File: src/rtl/cordic_pkg.sv
// Shared encodings and angle constants for the CORDIC phase driver.
package cordic_pkg;

    localparam int unsigned DATA_W = 16;

    localparam logic [DATA_W-1:0] ANGLE_HALF_PI = 16'h4000;
    localparam logic [DATA_W-1:0] ANGLE_PI      = 16'h8000;
    localparam logic [DATA_W-1:0] SAT_POS       = 16'h7FFF;
    localparam logic [DATA_W-1:0] SAT_NEG       = 16'h8000;

    typedef enum logic [1:0] {
        ST_IDLE   = 2'd0,
        ST_LAUNCH = 2'd1,
        ST_WAIT   = 2'd2,
        ST_HOLD   = 2'd3
    } state_e;

    // Two's complement negation that maps the most negative value to the most positive.
    function automatic logic [DATA_W-1:0] sat_negate(input logic [DATA_W-1:0] y);
        if (y == SAT_NEG) begin
            return SAT_POS;
        end
        return DATA_W'(DATA_W'(0) - y);
    endfunction

endpackage

File: src/rtl/cordic_quadrant_fold.sv
// Folds a full-circle unsigned phase into the core's +/- pi/2 range plus an output-negate flag.
module cordic_quadrant_fold
    import cordic_pkg::*;
(
    input  logic [DATA_W-1:0] phase,
    output logic [DATA_W-1:0] z_c,
    output logic              neg_c
);

    logic [DATA_W-1:0] lo_ext;

    assign lo_ext = {2'b00, phase[DATA_W-3:0]};

    always_comb begin
        z_c   = lo_ext;
        neg_c = 1'b0;
        unique case (phase[DATA_W-1:DATA_W-2])
            2'd0: z_c = lo_ext;
            2'd1: z_c = DATA_W'(ANGLE_HALF_PI - lo_ext);
            2'd2: begin
                z_c   = lo_ext;
                neg_c = 1'b1;
            end
            2'd3: z_c = DATA_W'(lo_ext - ANGLE_HALF_PI);
            default: z_c = lo_ext;
        endcase
    end

endmodule

File: src/rtl/cordic_phase_driver.sv
// Phase accumulator and launch/capture sequencer feeding the CORDIC core of the sine generator.
module cordic_phase_driver
    import cordic_pkg::*;
#(
    parameter int unsigned TIMEOUT = 32
) (
    input  logic              clk,
    input  logic              rst,
    input  logic              start,
    input  logic [DATA_W-1:0] freq_word,
    output logic [DATA_W-1:0] cordic_z,
    output logic              cordic_en,
    input  logic              cordic_done,
    input  logic [DATA_W-1:0] cordic_y,
    output logic [DATA_W-1:0] sample,
    output logic              sample_valid,
    input  logic              sample_ready,
    output logic              busy,
    output logic              error
);

    localparam int unsigned CNT_W = $clog2(TIMEOUT + 1);

    state_e            state_q, state_d;
    logic [DATA_W-1:0] phase_q, phase_d;
    logic [DATA_W-1:0] z_q, z_d;
    logic              neg_q, neg_d;
    logic              en_q, en_d;
    logic [DATA_W-1:0] sample_q, sample_d;
    logic              valid_q, valid_d;
    logic              busy_q, busy_d;
    logic              error_q, error_d;
    logic [CNT_W-1:0]  cnt_q, cnt_d;

    logic [DATA_W-1:0] phase_sum_c;
    logic [DATA_W-1:0] fold_phase_c;
    logic [DATA_W-1:0] fold_z_c;
    logic              fold_neg_c;

    // A relaunch from HOLD must fold the already-advanced phase.
    assign phase_sum_c  = DATA_W'(phase_q + freq_word);
    assign fold_phase_c = (state_q == ST_HOLD) ? phase_sum_c : phase_q;

    cordic_quadrant_fold u_fold (
        .phase (fold_phase_c),
        .z_c   (fold_z_c),
        .neg_c (fold_neg_c)
    );

    always_comb begin
        state_d  = state_q;
        phase_d  = phase_q;
        z_d      = z_q;
        neg_d    = neg_q;
        en_d     = 1'b0;
        sample_d = sample_q;
        valid_d  = valid_q;
        error_d  = error_q;
        cnt_d    = cnt_q;

        unique case (state_q)
            ST_IDLE: begin
                if (start) begin
                    state_d = ST_LAUNCH;
                    z_d     = fold_z_c;
                    neg_d   = fold_neg_c;
                    en_d    = 1'b1;
                end
            end
            ST_LAUNCH: begin
                state_d = ST_WAIT;
                cnt_d   = '0;
            end
            ST_WAIT: begin
                if (cordic_done) begin
                    sample_d = neg_q ? sat_negate(cordic_y) : cordic_y;
                    valid_d  = 1'b1;
                    state_d  = ST_HOLD;
                end else if (cnt_q == CNT_W'(TIMEOUT - 1)) begin
                    error_d = 1'b1;
                    state_d = ST_IDLE;
                end else begin
                    cnt_d = cnt_q + CNT_W'(1);
                end
            end
            ST_HOLD: begin
                if (valid_q && sample_ready) begin
                    valid_d = 1'b0;
                    phase_d = phase_sum_c;
                    if (start) begin
                        state_d = ST_LAUNCH;
                        z_d     = fold_z_c;
                        neg_d   = fold_neg_c;
                        en_d    = 1'b1;
                    end else begin
                        state_d = ST_IDLE;
                    end
                end
            end
            default: state_d = ST_IDLE;
        endcase

        busy_d = (state_d != ST_IDLE);
    end

    always_ff @(posedge clk or posedge rst) begin
        if (rst) begin
            state_q  <= ST_IDLE;
            phase_q  <= '0;
            z_q      <= '0;
            neg_q    <= 1'b0;
            en_q     <= 1'b0;
            sample_q <= '0;
            valid_q  <= 1'b0;
            busy_q   <= 1'b0;
            error_q  <= 1'b0;
            cnt_q    <= '0;
        end else begin
            state_q  <= state_d;
            phase_q  <= phase_d;
            z_q      <= z_d;
            neg_q    <= neg_d;
            en_q     <= en_d;
            sample_q <= sample_d;
            valid_q  <= valid_d;
            busy_q   <= busy_d;
            error_q  <= error_d;
            cnt_q    <= cnt_d;
        end
    end

    assign cordic_z     = z_q;
    assign cordic_en    = en_q;
    assign sample       = sample_q;
    assign sample_valid = valid_q;
    assign busy         = busy_q;
    assign error        = error_q;

endmodule
File: config.mk
export PLATFORM = sky130hd
export DESIGN_NAME = cordic_phase_driver
export DESIGN_NICKNAME = d
export VERILOG_FILES = /design/src/rtl/cordic_pkg.sv /design/src/rtl/cordic_quadrant_fold.sv /design/src/rtl/cordic_phase_driver.sv
export SDC_FILE = /design/constraint.sdc
export NUM_CORES = 1
export LEC_CHECK = 0
export ABC_AREA = 0
export CORE_ASPECT_RATIO = 0.5
export CORE_MARGIN = 4
export CORE_UTILIZATION = 35
export CTS_BUF_LIST = sky130_fd_sc_hd__clkbuf_4 sky130_fd_sc_hd__clkbuf_8
export DETAILED_ROUTE_END_ITERATION = 16
export GPL_TIMING_DRIVEN = 0
export PLACE_DENSITY = 0.56
export SLEW_MARGIN = 20
export SYNTH_ARGS = -nofsm -noshare
export SYNTH_HDL_FRONTEND = slang
export SYNTH_SLANG_ARGS = --single-unit
File: constraint.sdc
create_clock -name clk -period 3.08 [get_ports clk]
set_input_delay 0.616 -clock clk [delete_from_list [all_inputs] [get_ports clk]]
set_output_delay 0.616 -clock clk [all_outputs]
set_load 0.02 [all_outputs]
==> metrics.md <==
| Metric | Value |
|---|---|
| Synth warn | `0` |
| #FFs+latches synth | `61` |
| CTS root buf | `clkbuf_8` |
| Status | `finished, violations left` |
| Post-DP HPWL | `7.95 mm` |
| Cell count after synthesis | `447` |
| Seq/Total Area, Yosys | `38.1%` |
| Max Cap Viol | `0` |
| Critical R2R Capture | `cordic_z[11]$_DFFE_PP0P_` |
| Failing checks | `setup timing` |
| Die extent in x | `159 µm` |
| Initial DRC Count | `108` |
| Max Slew Vio Count | `0` |
| Sequential cell area | `1530 µm²` |
| CP endpoint kind | `register` |
| Largest net degree at the start of global routing | `48` |
| Worst reg-to-reg path cell count | `14` |
| Worst setup endpoint | `cordic_z[11]$_DFFE_PP0P_` |
| Skew final | `0.00671 ns` |
| Lkg Pwr | `2.41 nW` |
| Period utilization | `109%` |
| Boundary Pins | `73` |
| Total track usage | `17.2%` |
| Crit path from | `freq_word[11]` |
| Routability cong. | `0.801` |
| First-pass GRT wire length | `18.7 mm` |
| Vias per cell | `5.12` |
| Place WS | `-1.07 ns` |
| IO buf count | `72` |
| Final worst slack | `-0.282 ns` |
| Worst setup SP type | `input port` |
| Routed wire length per instance | `15.8 µm` |
| Hold WC Path Type | `reg2reg` |
| Reg2Reg Setup Slack | `-0.21 ns` |
| Final wirelength | `11.2 mm` |
| Minimum clock period | `3.36 ns` |
| Total CTS buffers | `9` |
| CTS tree | `built` |
| Initial antenna violation count | `0` |
| Mapped Area | `4010 µm²` |
| Avg Synthesized Cell Area | `8.97 µm²` |
| RSZ-0062 raised after global routing | `yes` |
| Req. time, crit path | `3.33 ns` |
| # DRC | `0` |
| # rows | `27` |
| Layout cells sized above 1 | `22.9%` |
| Syn_nets | `508` |
| Worst VDD drop | `436 µV` |
| Clk buf depth | `2` |
| Worst skew pair latency | `0.34 ns` |
| Async SR Flop Fraction | `100%` |
| Detail Route Antenna Nets | `0` |
| Sink Count | `61` |
| CP Max Fanout | `5` |
| Via count | `3,628` |
| Commonest non-fill, non-tap cell in the layout | `nand2_1` |
| Rel. slew slack | `56.4%` |
| Core area | `11,100 µm²` |
| Reg2reg start | `phase_q[2]$_DFFE_PP0P_` |
| Hold-fix buffers, CTS | `0` |
| Remaining Overflow, GRT | `0` |
| Die height | `83.7 µm` |
| Post-synth top area share | `38.1%` |
| Initial Util | `36.2%` |
| Nets | `622` |
| # H-tree levels | `3` |
| Worst slew pin tran | `0.654 ns` |
| Arrival time worst endpoint | `3.61 ns` |
| DP Cell Count | `665` |
| N_diodes | `0` |
| Pwr dens | `1050 nW/µm²` |
| Vias in the first global route | `3,658` |
| Reg clk slew, reported paths | `0.07 ns` |
| EDFF count, synth | `0` |
| Commonest cells after routing, fill and taps aside | `nand2_1 (66), clkdlybuf4s50_1 (62), dfrtp_1 (61)` |
| Final Util | `52.2%` |
| Main area contributors after synthesis | `dfrtp_1 (38%), ha_1 (7.2%), nand2_1 (6.2%), xor2_1 (4.6%), a21oi_1 (3.5%)` |
| Unique cell type count in the Yosys netlist | `51` |
| Layout area overhead | `44.2%` |
| Synth Flop Type | `dfrtp_1` |
| Filler Cells Inserted | `1,047` |
| Final number of setup-violating endpoints | `14` |
| Die area | `13,300 µm²` |
| Kind of critical path | `in2reg` |
| Final Non-Filler Cells | `709` |
| Multi-input logic area | `2760 µm²` |
| Endpoints failing hold | `0` |
| Fmax | `297 MHz` |
| Area leader, netlist | `dfrtp_1` |
| Drt pass-1 iters | `4` |
## worst min-delay path by stage
| stage | cells past startpoint | end | slack, ns | start |
|---|---|---|---|---|
| after floorplan | 1 | error$_DFFE_PP0P_ | 0.46 | cnt_q[5]$_DFFE_PP0P_ |
| after detailed placement | 2 | error$_DFFE_PP0P_ | 0.46 | error$_DFFE_PP0P_ |
| after global placement | 2 | error$_DFFE_PP0P_ | 0.45 | error$_DFFE_PP0P_ |
| after global routing | 2 | error$_DFFE_PP0P_ | 0.50 | error$_DFFE_PP0P_ |
| after CTS | 2 | error$_DFFE_PP0P_ | 0.48 | error$_DFFE_PP0P_ |
| final | 2 | error$_DFFE_PP0P_ | 0.48 | error$_DFFE_PP0P_ |
## Yosys cell counts (2+ instances only)
master and count:
a31oi_1 2, o41ai_1 3, or3_1 3, xor2_1 21, ha_1 23, xnor2_1 11
o21ai_0 23, nor2_1 34, mux2_2 10, nand2b_1 6, or2_2 4, clkbuf_1 10
a21o_1 5, mux2i_1 10, and2_1 3, a21oi_1 28, nand3_1 6, inv_1 19
and3_1 3, nand2_1 66, nand4_1 4, a21boi_0 6, o21a_1 10, o22ai_1 2
o211ai_2 2, dfrtp_1 61, nand3b_1 3, nor3b_1 4, nor2b_1 8, o211ai_1 6
a211oi_1 5, nor3_1 9, nor4_1 4, o31ai_1 16
## logic make-up after synthesis
group,synth area share (%)
muxes,5.68
buffers and inverters,3.21
and+or+nand+nor,18.4
adders and majority gates,7.68
AOI/OAI and AO/OA,20.0
DFF,38.1
xor gates and xnor gates,6.99
## flip-flops by register name (all words and copies together), names as in the netlist
| name | count |
|---|---|
| busy | 1 |
| cnt_q | 6 |
| sample_valid | 1 |
| cordic_z | 16 |
| phase_q | 16 |
| state_q | 2 |
| sample | 16 |
| error | 1 |
| cordic_en | 1 |
| neg_q | 1 |
## what timing repair did
action,CTS,global route
endpoints found under the setup margin,21,24
pin swaps,36,21
cloned,2,0
resized for setup,60,30
buffers inserted,22,7
## layout make-up
cell class	count	area share, %
clock buffer	12	2.75
sequential	61	26.4
multi-input combinational	354	47.8
inverter	19	1.28
clock inverter	2	0.173
tap	145	3.14
timing repair buffer	103	17.3
buffer	13	1.21
## power by group
group          switching [W]  total [W]  internal, W
combinational        0.00208    0.00398      0.00190
sequential          0.000303    0.00145      0.00115
clock               0.000318   0.000652     0.000334
## per-layer routing
metal	share of wire (%)	up-vias	global-route usage, %	wire length (µm)
met3	3.2	13	3.45	362
li1	-	1813	-	-
met4	1.6	0	5.98	177
met5	0	-	0	0
met1	50	1744	23.4	5560
met2	46	58	27.3	5130
## stage by stage
stage | hold WS, ns | TNS [ns] | area (µm²) | total power [W]
after floorplan | 0.463 | -1.59 | 4120 | 0.00366
after global placement | 0.451 | -35.49 | 5030 | 0.00465
after detailed placement | 0.465 | -15.84 | 5060 | 0.00470
after CTS | 0.480 | -1.71 | 5600 | 0.00582
after global routing | 0.504 | -4.27 | 5780 | 0.00654
final | 0.477 | -2.54 | 5780 | 0.00608
## worst max-delay path: stages
cell and delay [ns]:
clkdlybuf4s50_1 0.45, ha_4 0.30, nand2_1 0.08, inv_2 0.07, nand2_1 0.08, o211ai_2 0.28
nor4_2 0.10, a311oi_2 0.24, buf_4 0.17, mux2i_2 0.22, buf_4 0.14, mux2_4 0.35
buf_6 0.14, o21a_1 0.16, o31ai_1 0.22
No activity file was read; power rests on OpenSTA's default activity.
